**src/rtl/seq_dot_pkg.sv**
```systemverilog
// seq_dot_engine shared types, width helpers and the saturation clamp.
// Build option: SEQ_DOT_SAT_EN selects saturating output (see seq_dot_engine).
package seq_dot_pkg;

  typedef enum logic [1:0] {
    IDLE,
    COMPUTE,
    DONE
  } state_t;

  localparam int CW = 128;

  function automatic int calc_iw(input int acc_w, input int max_w, input int k);
    int prod_w;
    prod_w = 2 * max_w + $clog2(k);
    return ((acc_w > prod_w) ? acc_w : prod_w) + 2;
  endfunction

  function automatic int calc_bs_w(input int ndig);
    return $clog2(ndig) + 1;
  endfunction

  function automatic logic signed [CW-1:0] sat_max(input int w);
    logic signed [CW-1:0] one;
    one = {{(CW-1){1'b0}}, 1'b1};
    return (one <<< (w - 1)) - one;
  endfunction

  function automatic logic sat_hit(input logic signed [CW-1:0] v, input int w);
    return (v > sat_max(w)) || (v < ~sat_max(w));
  endfunction

  function automatic logic signed [CW-1:0] clamp(input logic signed [CW-1:0] v, input int w);
    if (v > sat_max(w)) return sat_max(w);
    if (v < ~sat_max(w)) return ~sat_max(w);
    return v;
  endfunction

endpackage

```
**src/rtl/seq_dot_digit_mac.sv**
```systemverilog
// One digit step of the dot product: K products of a P-bit row digit
// against the extended column element, summed into a signed partial sum.
module seq_dot_digit_mac
  import seq_dot_pkg::*;
#(
  parameter int K = 4,
  parameter int P = 2,
  parameter int MAX_WIDTH = 16,
  parameter int SW = 4,
  parameter int PW = P + MAX_WIDTH + 3 + $clog2(K)
) (
  input  logic [SW-1:0]               sel,
  input  logic                        top_signed,
  input  logic [K-1:0][MAX_WIDTH-1:0] row,
  input  logic [K-1:0][MAX_WIDTH:0]   col,
  output logic signed [PW-1:0]        psum
);

  localparam int PRW = P + MAX_WIDTH + 2;

  logic signed [P:0]     dig [K];
  logic signed [PRW-1:0] dx  [K];
  logic signed [PRW-1:0] cx  [K];
  logic signed [PRW-1:0] prod[K];

  // Top digit of a signed row carries negative weight; all others are unsigned.
  always_comb begin
    psum = '0;
    for (int k = 0; k < K; k++) begin
      dig[k]  = {top_signed & row[k][sel*P+P-1], row[k][sel*P+:P]};
      dx[k]   = {{(MAX_WIDTH+1){dig[k][P]}}, dig[k]};
      cx[k]   = {{(P+1){col[k][MAX_WIDTH]}}, col[k]};
      prod[k] = dx[k] * cx[k];
      psum    = psum + {{(PW-PRW){prod[k][PRW-1]}}, prod[k]};
    end
  end

endmodule

```
**src/rtl/seq_dot_engine.sv**
```systemverilog
// Digit-serial precision-scalable K-element dot-product MAC with handshakes.
// Build option: define SEQ_DOT_SAT_EN for saturating output and sticky overflow_o.
module seq_dot_engine
  import seq_dot_pkg::*;
#(
  parameter int K = 4,
  parameter int P = 2,
  parameter int MAX_WIDTH = 16,
  parameter int ACC_WIDTH = 40
) (
  input  logic                          clk_i,
  input  logic                          rst_i,
  input  logic [K-1:0][MAX_WIDTH-1:0]   row_i,
  input  logic [K-1:0][MAX_WIDTH-1:0]   column_i,
  input  logic signed [ACC_WIDTH-1:0]   c_in_i,
  input  logic [$clog2(MAX_WIDTH/P):0]  bit_size_i,
  input  logic                          signed_a_i,
  input  logic                          signed_b_i,
  input  logic                          accum_i,
  input  logic                          valid_in_i,
  output logic                          ready_in_o,
  output logic signed [ACC_WIDTH-1:0]   d_o,
  output logic                          valid_out_o,
  input  logic                          ready_out_i,
  output logic                          overflow_o
);

  localparam int NDIG = MAX_WIDTH / P;
  localparam int BS_W = calc_bs_w(NDIG);
  localparam int IW   = calc_iw(ACC_WIDTH, MAX_WIDTH, K);
  localparam int PW   = P + MAX_WIDTH + 3 + $clog2(K);

  state_t state, state_nxt;

  logic [BS_W-1:0]              n_in, n_q, cnt;
  logic [K-1:0][MAX_WIDTH-1:0]  row_q;
  logic [K-1:0][MAX_WIDTH:0]    col_ext, col_q;
  logic                         sa_q;
  logic signed [IW-1:0]         acc, acc_nxt;
  logic signed [PW-1:0]         psum;
  logic signed [ACC_WIDTH-1:0]  res;
  logic                         last, accept;
  int                           wbits;

  assign accept = valid_in_i & ready_in_o;
  assign last   = (cnt == n_q - BS_W'(1));

  // Precision: 0 and oversize requests mean full width.
  always_comb begin
    n_in = bit_size_i;
    if (bit_size_i == '0 || bit_size_i > BS_W'(NDIG)) n_in = BS_W'(NDIG);
  end

  // Mask column elements to the active width and extend to MAX_WIDTH+1 bits.
  always_comb begin
    wbits   = int'(n_in) * P;
    col_ext = '0;
    for (int k = 0; k < K; k++) begin
      col_ext[k][MAX_WIDTH] = signed_b_i & column_i[k][wbits-1];
      for (int b = 0; b < MAX_WIDTH; b++) begin
        col_ext[k][b] = (b < wbits) ? column_i[k][b] : col_ext[k][MAX_WIDTH];
      end
    end
  end

  seq_dot_digit_mac #(
    .K(K),
    .P(P),
    .MAX_WIDTH(MAX_WIDTH),
    .SW(BS_W),
    .PW(PW)
  ) u_mac (
    .sel(cnt),
    .top_signed(sa_q & last),
    .row(row_q),
    .col(col_q),
    .psum(psum)
  );

  // Weight the digit partial sum by its position and accumulate.
  always_comb begin
    acc_nxt = acc + ($signed({{(IW-PW){psum[PW-1]}}, psum}) <<< (int'(cnt) * P));
  end

`ifdef SEQ_DOT_SAT_EN
  logic signed [CW-1:0] wide;
  logic                 ovf;

  assign wide = {{(CW-IW){acc_nxt[IW-1]}}, acc_nxt};
  assign ovf  = sat_hit(wide, ACC_WIDTH);
  assign res  = ACC_WIDTH'(clamp(wide, ACC_WIDTH));

  // Sticky saturation flag, cleared only by reset.
  always_ff @(posedge clk_i) begin
    if (rst_i) overflow_o <= 1'b0;
    else if (state == COMPUTE && last && ovf) overflow_o <= 1'b1;
  end
`else
  assign res        = acc_nxt[ACC_WIDTH-1:0];
  assign overflow_o = 1'b0;
`endif

  // State register.
  always_ff @(posedge clk_i) begin
    if (rst_i) state <= IDLE;
    else state <= state_nxt;
  end

  // Next-state logic.
  always_comb begin
    state_nxt = state;
    unique case (state)
      IDLE:    if (valid_in_i) state_nxt = COMPUTE;
      COMPUTE: if (last) state_nxt = DONE;
      DONE:    if (ready_out_i) state_nxt = IDLE;
      default: state_nxt = IDLE;
    endcase
  end

  // Handshake outputs decoded from state.
  always_comb begin
    ready_in_o  = (state == IDLE);
    valid_out_o = (state == DONE);
  end

  // Operand capture, digit stepping and result register.
  always_ff @(posedge clk_i) begin
    if (rst_i) begin
      d_o   <= '0;
      cnt   <= '0;
      n_q   <= '0;
      acc   <= '0;
      row_q <= '0;
      col_q <= '0;
      sa_q  <= 1'b0;
    end else if (accept) begin
      row_q <= row_i;
      col_q <= col_ext;
      n_q   <= n_in;
      sa_q  <= signed_a_i;
      cnt   <= '0;
      acc   <= accum_i ? {{(IW-ACC_WIDTH){d_o[ACC_WIDTH-1]}}, d_o}
                       : {{(IW-ACC_WIDTH){c_in_i[ACC_WIDTH-1]}}, c_in_i};
    end else if (state == COMPUTE) begin
      acc <= acc_nxt;
      cnt <= cnt + BS_W'(1);
      if (last) d_o <= res;
    end
  end

endmodule

```
**config.mk**
```make
export PLATFORM = sky130hd
export DESIGN_NAME = seq_dot_engine
export DESIGN_NICKNAME = d
export VERILOG_FILES = /design/src/rtl/seq_dot_pkg.sv /design/src/rtl/seq_dot_digit_mac.sv /design/src/rtl/seq_dot_engine.sv
export SDC_FILE = /design/constraint.sdc
export NUM_CORES = 1
export LEC_CHECK = 0
export CORE_ASPECT_RATIO = 1.4
export CORE_MARGIN = 10
export CORE_UTILIZATION = 55
export DETAILED_ROUTE_END_ITERATION = 8
export PLACE_DENSITY = 0.78
export SLEW_MARGIN = 20
export SYNTH_ARGS = -nofsm -noshare
export SYNTH_HDL_FRONTEND = slang
export SYNTH_HIERARCHICAL = 1
export SYNTH_SLANG_ARGS = --single-unit
```
**constraint.sdc**
```tcl
create_clock -name clk_i -period 10.6 [get_ports clk_i]
set_input_delay 1.59 -clock clk_i [delete_from_list [all_inputs] [get_ports clk_i]]
set_output_delay 1.59 -clock clk_i [all_outputs]
set_load 0.005 [all_outputs]
```
* Yosys cells after proc, flatten, opt, wreduce, memory -nomap -nowiden
Index checks and enable logic that the tools add are counted.
Word-level totals: output and inout port bits 43, ROM bits 0, word-level logic and storage cells 167, memories 0, bits of input ports 179, register bits after elaboration 225, bits in writable memories 0, bits in latches 0
Operators by class: add/subtract/negate cells 9, reduce and logical (&&, ||, !) cells 7, shift-type cells 5, equality and inequality tests 6, divide/modulo/power cells 0, magnitude comparators 19, $mul 4, mux-type cells 92, bitwise logic cells 11
Operators by type and width (count):
- $mux 42 | 3
- $mul 3x17->20 | 4
- $mux 1 | 76
- $shiftx 16x6->2 | 4
- $add 23x23->23 | 2
- $add 42x42->42 | 1
- $sshl 23x5->42 | 1
- $lt 4x5->1 const A | 8
- $bmux 1 s4 | 8
- $lt 32x5->1 const B | 1
- $sub 32x1->32 const B | 1
- $add 20x20->21 | 1
- $lt 3x5->1 const A | 4
- $and 1x1->1 | 10
- $lt 1x5->1 const A | 2
- $lt 2x5->1 const A | 2
- $add 5x2->6 const B | 1
- $lt 6x6->1 const B | 1
- $mux 2 | 3
- $pmux 2 s3 | 1
- $reduce_and 3->1 | 2
- $sub 5x1->6 const B | 1
- $add 4x1->4 const B | 1
- $eq 4x4->1 | 1
- 13 further kinds | 14

* Longest topological paths before layout
Gate-level depths: netlist of the first run.
word-level depth 13, gate-level depth with buffers 44, depth with buffers taken out 41

* Cells and area by module
Netlist of the first run, hierarchy kept.
By module, submodules not included:
- seq_dot_engine | cells an instance 1608, times used 1, area each 12475.7 um2, seq. area each 4464.3 um2
- seq_dot_digit_mac | cells an instance 919, times used 1, area each 8111.5 um2, seq. area each 0.0 um2

* Worst setup path before layout of the first run
OpenSTA, ideal clock, no wires.
kind flip-flop to flip-flop, start register cnt[0], end register acc[33], path buffers 3, arrival time 8.903 ns, slack 1.557 ns, setup time 0.140 ns, cell stages (with the launch flop) 38, period minus slack after synthesis 9.043 ns, data required time 10.460 ns, path through dfxtp_1 -> ha_1 -> buf_2 -> mux4_2 -> mux2_2 -> nand2_1 -> buf_2 -> nor2_1 -> fa_1 -> inv_1 -> fa_1 -> inv_1 -> fa_1 -> inv_1 -> fa_1 -> fa_1 -> inv_1 -> ha_1 -> (+2 left out) -> a32oi_2 -> nand2_1 -> xor2_1 -> mux2_2 -> o21ai_0 -> nor2_1 -> a21oi_1 -> nor2_1 -> ha_1 -> buf_2 -> nand4_1 -> or3_1 -> or2_1 -> o22ai_4 -> a21oi_4 -> o31ai_1 -> mux2i_1 -> o311ai_0
On the way: word-level cells in the longest chain between the ends 13, elaborated cells between the ends (all ways) 31, those cells by class 6 x add/sub; 4 x mul; 1 x eq/ne; 5 x shift; 10 x mux; 5 x bitwise
RTL lines:
- start: declaration | RTL line seq_dot_engine.sv:35 | logic [BS_W-1:0] n_in, n_q, cnt;
- start signal: assignment | RTL line seq_dot_engine.sv:146 | cnt <= cnt + BS_W'(1);
- $add 5x2->6 | RTL line seq_dot_digit_mac.sv:30 | dig[k] = {top_signed & row[k][sel*P+P-1], row[k][sel*P+:P]};
- $sub 32x1->32 | RTL line seq_dot_digit_mac.sv:30
- $bmux 1 s4 | RTL line seq_dot_digit_mac.sv:30
- $mux 1 (implied by the code) | RTL line seq_dot_digit_mac.sv:30
- $and 1x1->1 | RTL line seq_dot_digit_mac.sv:30
- $mul 3x17->20 | RTL line seq_dot_digit_mac.sv:33 | prod[k] = dx[k] * cx[k];
- $add 20x20->21 | RTL line seq_dot_digit_mac.sv:34 | psum = psum + {{(PW-PRW){prod[k][PRW-1]}}, prod[k]};
- $add 23x23->23 | RTL line seq_dot_digit_mac.sv:34
- $add 23x23->23 (*) | RTL line seq_dot_digit_mac.sv:34
- via psum[7] | RTL line seq_dot_engine.sv:40 | logic signed [PW-1:0] psum;
- $sshl 23x5->42 (*) | RTL line seq_dot_engine.sv:82 | acc_nxt = acc + ($signed({{(IW-PW){psum[PW-1]}}, psum}) <<< (int'(cnt) * P));
- $add 42x42->42 (*) | RTL line seq_dot_engine.sv:82
- $mux 42 (*) | RTL line seq_dot_engine.sv:144 | end else if (state == COMPUTE) begin
- $mux 42 (*) | RTL line seq_dot_engine.sv:136 | end else if (accept) begin
- end signal: assignment | RTL line seq_dot_engine.sv:142 | acc <= accum_i ? {{(IW-ACC_WIDTH){d_o[ACC_WIDTH-1]}}, d_o}
- end signal: assignment | RTL line seq_dot_engine.sv:145 | acc <= acc_nxt;
- end: declaration | RTL line seq_dot_engine.sv:39 | logic signed [IW-1:0] acc, acc_nxt;
Mark *: on every way through the listed nets, which the timed path passes. The rest lies on a longest branch. The select of a mux whose other input is x is not followed. A chain may end at the register's enable or synchronous reset.

* Worst setup path in the final report of the first run
start register n_q[0], end register acc[33]
On the way: word-level cells in the longest chain between the ends 12, elaborated cells between the ends (all ways) 18, those cells by class 5 x add/sub; 4 x mul; 1 x eq/ne; 1 x shift; 2 x mux; 5 x bitwise
RTL lines:
- start: declaration | RTL line seq_dot_engine.sv:35
- start signal: assignment | RTL line seq_dot_engine.sv:139 | n_q <= n_in;
- $sub 4x1->4 (*) | RTL line seq_dot_engine.sv:46 | assign last = (cnt == n_q - BS_W'(1));
- $eq 4x4->1 (*) | RTL line seq_dot_engine.sv:46
- $and 1x1->1 (*) | RTL line seq_dot_engine.sv:74 | .top_signed(sa_q & last),
- $and 1x1->1 | RTL line seq_dot_digit_mac.sv:30
- $mul 3x17->20 | RTL line seq_dot_digit_mac.sv:33
- $add 20x20->21 | RTL line seq_dot_digit_mac.sv:34
- $add 23x23->23 | RTL line seq_dot_digit_mac.sv:34
- $add 23x23->23 (*) | RTL line seq_dot_digit_mac.sv:34
- via psum[19] | RTL line seq_dot_engine.sv:40
- $sshl 23x5->42 (*) | RTL line seq_dot_engine.sv:82
- $add 42x42->42 (*) | RTL line seq_dot_engine.sv:82
- $mux 42 (*) | RTL line seq_dot_engine.sv:144
- $mux 42 (*) | RTL line seq_dot_engine.sv:136
Marks and branches as above.

==> flow_summary.toml, run 1 <==
[sta]
tns_ps = 0
post-route-min-period_ps = 10090
slew_viol_final = 0
fin_skew_ps = 14.70
finalSetupViolCount = 0
post-route-period-util = 0.9519
fin_ws_ps = 509.8
tightest_slew_ps = 1204
slew_headroom = 0.1957
fmax_mhz = 99.11
holdWs_ps = 452.7
hold_violations = 0
rsz0062_at_grt = "false"

[outcome]
status = "finished, final reports clean"

[worst_setup_path]
path_class = "flop to flop"
cp_max_fo = 14
worst-r2r-setup-slack_ps = 510
ff2ff_path_depth = 38
crit_arrival_ps = 10490
r2r_end = "acc[33]"
reg2reg_from = "n_q[0]"
cp-end-kind = "flop"
path_depth = 38
worst_setup_path_start_kind = "flop"
path_delay_family = "adder cells"
critical_path_buf_inv_count = 5
cp_slowest_cell = "fa_1"
crit_path_max_incr_delay_ps = 610
critPathRequiredTime_ps = 11000

[global_route]
first_global_vias = 19901
grt_pass1_wl_mm = 107.6
grtUsageTotal = 0.2923
grt-ovfl-total = 0
antenna_found_initial = 1
grt_max_degree = 155

[pwr]
p_seq_frac = 0.340
power_switching_share = 0.3521
leakagePower_nw = 10.29
power_density_nw_per_um2 = 115.9
p_clk_frac = 0.337
pwr-share-comb = 0.322
switchingPower_w = 0.0009814
vdd_drop_max_mv = 0.1170
p_int_w = 0.001806

[yosys]
synth_top_area_share = 0.2168
synthArstFlopShare = 0
synth_top_area_cell = "dfxtp_1"
synth_area_leaders = "dfxtp_1 (22%), fa_1 (18%), nand2_1 (7.1%)"
yosysWarnings = 6
synth.avg_cell_area_um2 = 8.147
synth_cell_type_count = 83
ys_seq_area_frac = 0.2168
synth_area_um2 = 20590
synth_edf_count = 0
ys.flop_type = "dfxtp_1"
ys_top_cells_by_count = "nand2_1 (389), a21oi_1 (280), inv_1 (259)"
syn_inst = 2527
ys_seq_elements = 223
synth_nets = 2984
yosysMostFrequentCell = "nand2_1"

[hold_path]
hold_start = "row_q[12]"
hold_class = "flop to flop"
worstHoldEndpoint = "row_q[12]"
whs_path_depth = 2

[floorplan]
rows = 83
start_util = 0.5584
die_w_um = 183.5
ios = 222
dieArea_um2 = 45680
core_um2 = 36870
die_h_um = 248.9

[cells_and_area]
final_nets = 3129
n_fill_cell = 3121
area_growth_pct = 16.86
multi_input_area_um2 = 14590
regArea_um2 = 4468
final_layout_size_suffix_gt1_frac = 0.08181
finalInstanceArea_um2 = 24060

[cts]
cts-buffers-inserted = 24
insertion_delay_ps = 570
cts_root_buffer = "clkbuf_16"
cts_max_path_buffers = 3
htree_levels = 1
cts_tree = "built"
clkSlewWorstSetupHoldPaths_ps = 60
cts_sinks = 223
cts_setup_buffers = 0

[routing]
drtAntennaViolNets = 0
vias_per_cell = 6.007
drtIter0Drc = 1408
drc_errors = 0
vias = 18964
avgRoutedWirePerCell_um = 21.45
routed_wl_mm = 67.73
firstDrtPassIters = 7

[placed_design]
dpl.hpwl_mm = 53.06
port_buffers = 220
pre_cts_slack_ps = 138.0
placed_area_um2 = 23080
gp_congestion = 0.9578

[flow_run]
drv_cap = 0
-- layout by cell type, fill, tap and decap left out, types with 17 or more instances in the layout --
| cell | Yosys | layout |
|---|---|---|
| nand2_1 | 389 | 385 |
| clkbuf_16 | 0 | 24 |
| or2_2 | 43 | 43 |
| buf_4 | 4 | 44 |
| a221oi_1 | 19 | 18 |
| nor3_1 | 29 | 29 |
| inv_1 | 259 | 259 |
| xor2_1 | 20 | 20 |
| clkdlybuf4s50_1 | 0 | 218 |
| dfxtp_1 | 223 | 220 |
| nor2_1 | 222 | 221 |
| o21ai_0 | 62 | 61 |
| nor2b_1 | 20 | 19 |
| and2_1 | 64 | 62 |
| mux2i_1 | 83 | 83 |
| a21o_1 | 25 | 25 |
| a21oi_1 | 280 | 279 |
| nand3_1 | 17 | 17 |
| mux4_2 | 29 | 29 |
| fa_1 | 185 | 185 |
| xnor2_1 | 45 | 44 |
| a211oi_1 | 65 | 65 |
| ha_1 | 93 | 92 |
-- stage by stage --
stage / instances / total power (W) / utilization
floorplan: 2527 / 0.001537 / -
global placement: 3113 / 0.001825 / 0.6260
detailed placement: 3113 / 0.001837 / 0.6260
CTS: 3156 / 0.002777 / 0.6498
global route: 3157 / 0.002916 / 0.6526
finish: 3157 / 0.002787 / 0.6526
-- area by class of cell --
class / count / share of cell area
Multi-Input combinational cell: 1896 / 0.6066
Sequential cell: 223 / 0.1857
Timing Repair Buffer: 266 / 0.1061
Inverter: 261 / 0.04072
Clock buffer: 28 / 0.02642
Tap cell: 467 / 0.02429
Clock inverter: 15 / 0.01004
Antenna cell: 1 / 0.0001040
-- per-layer routing --
| layer | share of wire | vias up | wire, µm | track usage |
|---|---|---|---|---|
| met4 | 0.051 | 0 | 3476 | 0.1414 |
| met2 | 0.51 | 736 | 34850 | 0.5256 |
| met1 | 0.38 | 9257 | 25640 | 0.3295 |
| li1 | - | 8763 | - | - |
| met3 | 0.056 | 208 | 3763 | 0.04097 |
| met5 | 0 | - | 0 | 0 |
-- sequential cells by signal, summed over array words and instances (netlist names) --
register,flops
d_o,40
cnt,4
col_q,68
state,2
sa_q,1
n_q,4
row_q,64
acc,40
-- cells by family (layout without fill, tap and decap cells) --
group	Yosys count	after routing	synth area share
adder cells (fa/ha/maj)	279	279	0.2369
flip-flops	223	223	0.2168
AO/OA/AOI/OAI	572	572	0.1755
AND/OR/NAND/NOR	856	856	0.1846
other	1	2	0.0001822
XOR/XNOR	65	65	0.02765
multiplexers	123	123	0.07883
buffers and inverters	408	570	0.07949
-- worst register-to-register path: cells and delay by family, from the launching register on --
family	cells	cell delay (ps)
AOI/OAI and AO/OA	12	2430
xor gates and xnor gates	2	380
adders and majority gates	8	3820
buffers and inverters	5	330
DFF	1	380
muxes	2	430
and+or+nand+nor	9	2130
-- worst max-delay path by stage --
stage | startpoint | end | slack (ps)
global route | n_q[0] | acc[33] | 60
finish | n_q[0] | acc[33] | 510
CTS | cnt[0] | acc[33] | 100
detailed placement | cnt[0] | acc[33] | 140
floorplan | cnt[0] | acc[33] | 1560
global placement | cnt[0] | d_o[33] | 390
-- timing repair --
| action | in CTS | in global routing |
|---|---|---|
| setup endpoints to repair | 0 | 28 |
| gates resized for setup | 0 | 21 |
| hold buffers | 0 | 0 |
-- power by group through the flow --
stage | sequential (W) | combinational [W] | clock, W
after floorplan | 0.000941 | 0.000596 | 0
after CTS | 0.000947 | 0.000882 | 0.000948
after detailed placement | 0.000964 | 0.000872 | 0
final | 0.000949 | 0.000898 | 0.000940
after global placement | 0.000963 | 0.000861 | 0
after global routing | 0.000955 | 0.000983 | 0.000978
Note: power is estimated with default switching activity, not from simulation.
==> run 2: changes to the inputs <==
--- a/config.mk
+++ b/config.mk
@@ -5,6 +5,7 @@
 export SDC_FILE = /design/constraint.sdc
 export NUM_CORES = 1
 export LEC_CHECK = 0
+export CAP_MARGIN = 20
 export CORE_ASPECT_RATIO = 1.4
 export CORE_MARGIN = 10
 export CORE_UTILIZATION = 55
==> results of run 2 <==
No change in the layout: final DEF, timing and power equal those of run 1.
==> run 3: changes to the inputs <==
--- a/config.mk
+++ b/config.mk
@@ -5,14 +5,14 @@
 export SDC_FILE = /design/constraint.sdc
 export NUM_CORES = 1
 export LEC_CHECK = 0
+export ABC_AREA = 1
 export CAP_MARGIN = 20
 export CORE_ASPECT_RATIO = 1.4
 export CORE_MARGIN = 10
 export CORE_UTILIZATION = 55
 export DETAILED_ROUTE_END_ITERATION = 8
-export PLACE_DENSITY = 0.78
+export PLACE_DENSITY = 0.77
 export SLEW_MARGIN = 20
 export SYNTH_ARGS = -nofsm -noshare
 export SYNTH_HDL_FRONTEND = slang
-export SYNTH_HIERARCHICAL = 1
 export SYNTH_SLANG_ARGS = --single-unit
==> run 3 against run 2 <==
Area after synthesis is 7.8% higher. Critical path depth is 11 higher. Routed wire length is 25% higher. Maximum frequency is 1.1% lower.
==> flow_summary.toml, run 3 <==
[cts]
cts_root_buffer = "clkbuf_16"
cts-buffers-inserted = 25
cts_sinks = 223
cts_tree = "built"
insertion_delay_ps = 580
hold_buffers = 0
htree_levels = 1
cts_max_path_buffers = 3
clkSlewWorstSetupHoldPaths_ps = 60

[yosys]
synth_top_area_share = 0.2012
synth_area_um2 = 22180
synth_area_leaders = "dfxtp_1 (20%), fa_1 (12%), nand2_1 (11%)"
ys_top_cells_by_count = "nand2_1 (628), inv_1 (499), nor2_1 (336)"
synth_cell_type_count = 56
ys_seq_elements = 223
ys.flop_type = "dfxtp_1"
synth.avg_cell_area_um2 = 6.770
syn_inst = 3277
ys_seq_area_frac = 0.2012
synth_top_area_cell = "dfxtp_1"
synth_edf_count = 0
synthArstFlopShare = 0
yosysWarnings = 0
yosysMostFrequentCell = "nand2_1"
synth_nets = 3763

[cells_and_area]
top_register = "col_q"
largest_reg_flops = 68
final_nets = 3932
final_core_util = 0.6531
final_cell_mix = "nand2_1 (621), inv_1 (496), nor2_1 (325), o21ai_0 (263), dfxtp_1 (221)"
area_growth_pct = 17.94
reg_top3 = "col_q (68), row_q (64)"
layout_commonest_cell = "nand2_1"
final_layout_size_suffix_gt1_frac = 0.06782

[placed_design]
port_buffers = 220
pre_cts_slack_ps = -62.54
gp_congestion = 1.036
dpl.hpwl_mm = 68.31

[worst_setup_path]
r2r_end = "d_o[37]"
critical_path_buf_inv_count = 6
worst-r2r-setup-slack_ps = 400
crit_path_max_incr_delay_ps = 550
cp_slowest_cell = "fa_1"
crit_arrival_ps = 10680
path_delay_family = "adder cells"
worst_setup_path_start_kind = "flop"
ff2ff_path_depth = 49
critPathMostFrequentCell = "nand2_1"
cp-end-kind = "flop"
critPathRequiredTime_ps = 11070
path_class = "flop to flop"
reg2reg_from = "cnt[0]"
cp_max_fo = 8

[routing]
firstDrtPassIters = 6
routed_wl_mm = 84.51
drtAntennaViolNets = 0
vias_per_cell = 5.847
avgRoutedWirePerCell_um = 21.12
vias = 23395
drc_errors = 0
drtIter0Drc = 1830

[sta]
slew_headroom = 0.3506
holdWs_ps = 461.0
tightest_slew_ps = 974.0
fin_ws_ps = 396.2
fmax_mhz = 98.00
fin_skew_ps = 11.57
finalSetupViolCount = 0
slew_viol_final = 0
post-route-min-period_ps = 10200
hold_violations = 0
post-route-period-util = 0.9626

[floorplan]
die_w_um = 189.7
dieArea_um2 = 48880
die_h_um = 257.6
rows = 87
start_util = 0.5538
ios = 222
core_um2 = 40060

[hold_path]
hold_start = "d_o[3]"
worstHoldEndpoint = "d_o[3]"
hold_class = "flop to flop"
whs_path_depth = 2

[pwr]
power_density_nw_per_um2 = 127.6
finalPower_w = 0.003338
leakagePower_nw = 12.45
vdd_drop_max_mv = 0.1528

[global_route]
grtUsageTotal = 0.3354
antenna_found_initial = 2
grt_max_degree = 99
grt_pass1_wl_mm = 130.0
first_global_vias = 23821
grt-ovfl-total = 0

[flow_run]
drv_cap = 0

[outcome]
status = "finished, final reports clean"
## run 3: cell count changes in the layout (fill, tap and decap cells not counted), sizes merged, moves of 80 or more
| cell | previous run | this run |
|---|---|---|
| mux2i | 83 | 1 |
| inv | 260 | 504 |
| nor2 | 222 | 344 |
| nand2 | 390 | 633 |
| o21ai | 66 | 298 |
| nand3 | 17 | 203 |
| ha | 93 | 173 |
## run 3: routing by layer
layer  vias to the layer above  GRT usage  share of wire
met1                     10986     0.3456           0.35
met2                      1076     0.6034           0.50
met4                         0     0.2521          0.083
met5                         -          0              0
met3                       314    0.04842          0.060
li1                      11019          -              -
## run 3: area by class of cell
type / instances / area [µm²]
Fill cell: 3696 / 13900
Clock inverter: 14 / 181.4
Timing Repair inverter: 1 / 5.005
Multi-Input combinational cell: 2412 / 15610
Clock buffer: 32 / 661.9
Antenna cell: 2 / 5.005
Timing Repair Buffer: 278 / 2656
Sequential cell: 223 / 4467
Tap cell: 534 / 668.1
Inverter: 505 / 1904
## run 3: worst max-delay path by stage
stage,startpoint,end,slack [ps],depth (start not counted)
finish,cnt[0],d_o[37],400,49
global route,n_q[0],d_o[39],-150,56
CTS,cnt[1],d_o[30],9,54
detailed placement,cnt[1],d_o[39],-60,52
global placement,n_q[0],d_o[39],140,57
floorplan,cnt[0],d_o[39],1380,53
## run 3: power by group
group	total [W]	switching (W)	leakage (nW)	internal, W
Clock	0.000920	0.000399	0.399	0.000521
Sequential	0.000955	0.0000517	1.83	0.000904
Combinational	0.00146	0.000969	10.2	0.000493
## run 3: worst min-delay path, cell delays in order, from the launching register on
cell,delay [ps]
dfxtp_1,310
inv_1,60
a21oi_1,50
## run 3: logic make-up (layout without fill, tap and decap cells)
family,Yosys count,in the layout,synth area share
simple gates,1275,1275,0.2403
compound gates,734,734,0.1900
buf+inv,642,830,0.1119
fa+ha+maj,307,307,0.2185
flops,223,223,0.2012
xor+xnor,94,94,0.03745
other cells,1,3,0.0001690
mux,1,1,0.0004512
## run 3: metrics by stage
step                      instances  TNS, ps  area [µm²]
after CTS                      3983        0       25670
after floorplan                3277        0       22180
after detailed placement       3937   -113.6       24820
final                          4001        0       26160
after global placement         3936        0       24810
after global routing           4001    -2242       26160
## run 3: timing repair
item | in CTS | in global routing
endpoints found under the hold margin | 0 | 0
setup buffers | 0 | 15
cloned | 0 | 1
pin swaps | 0 | 12
endpoints found under the setup margin | 3 | 53
gates resized for setup | 2 | 95
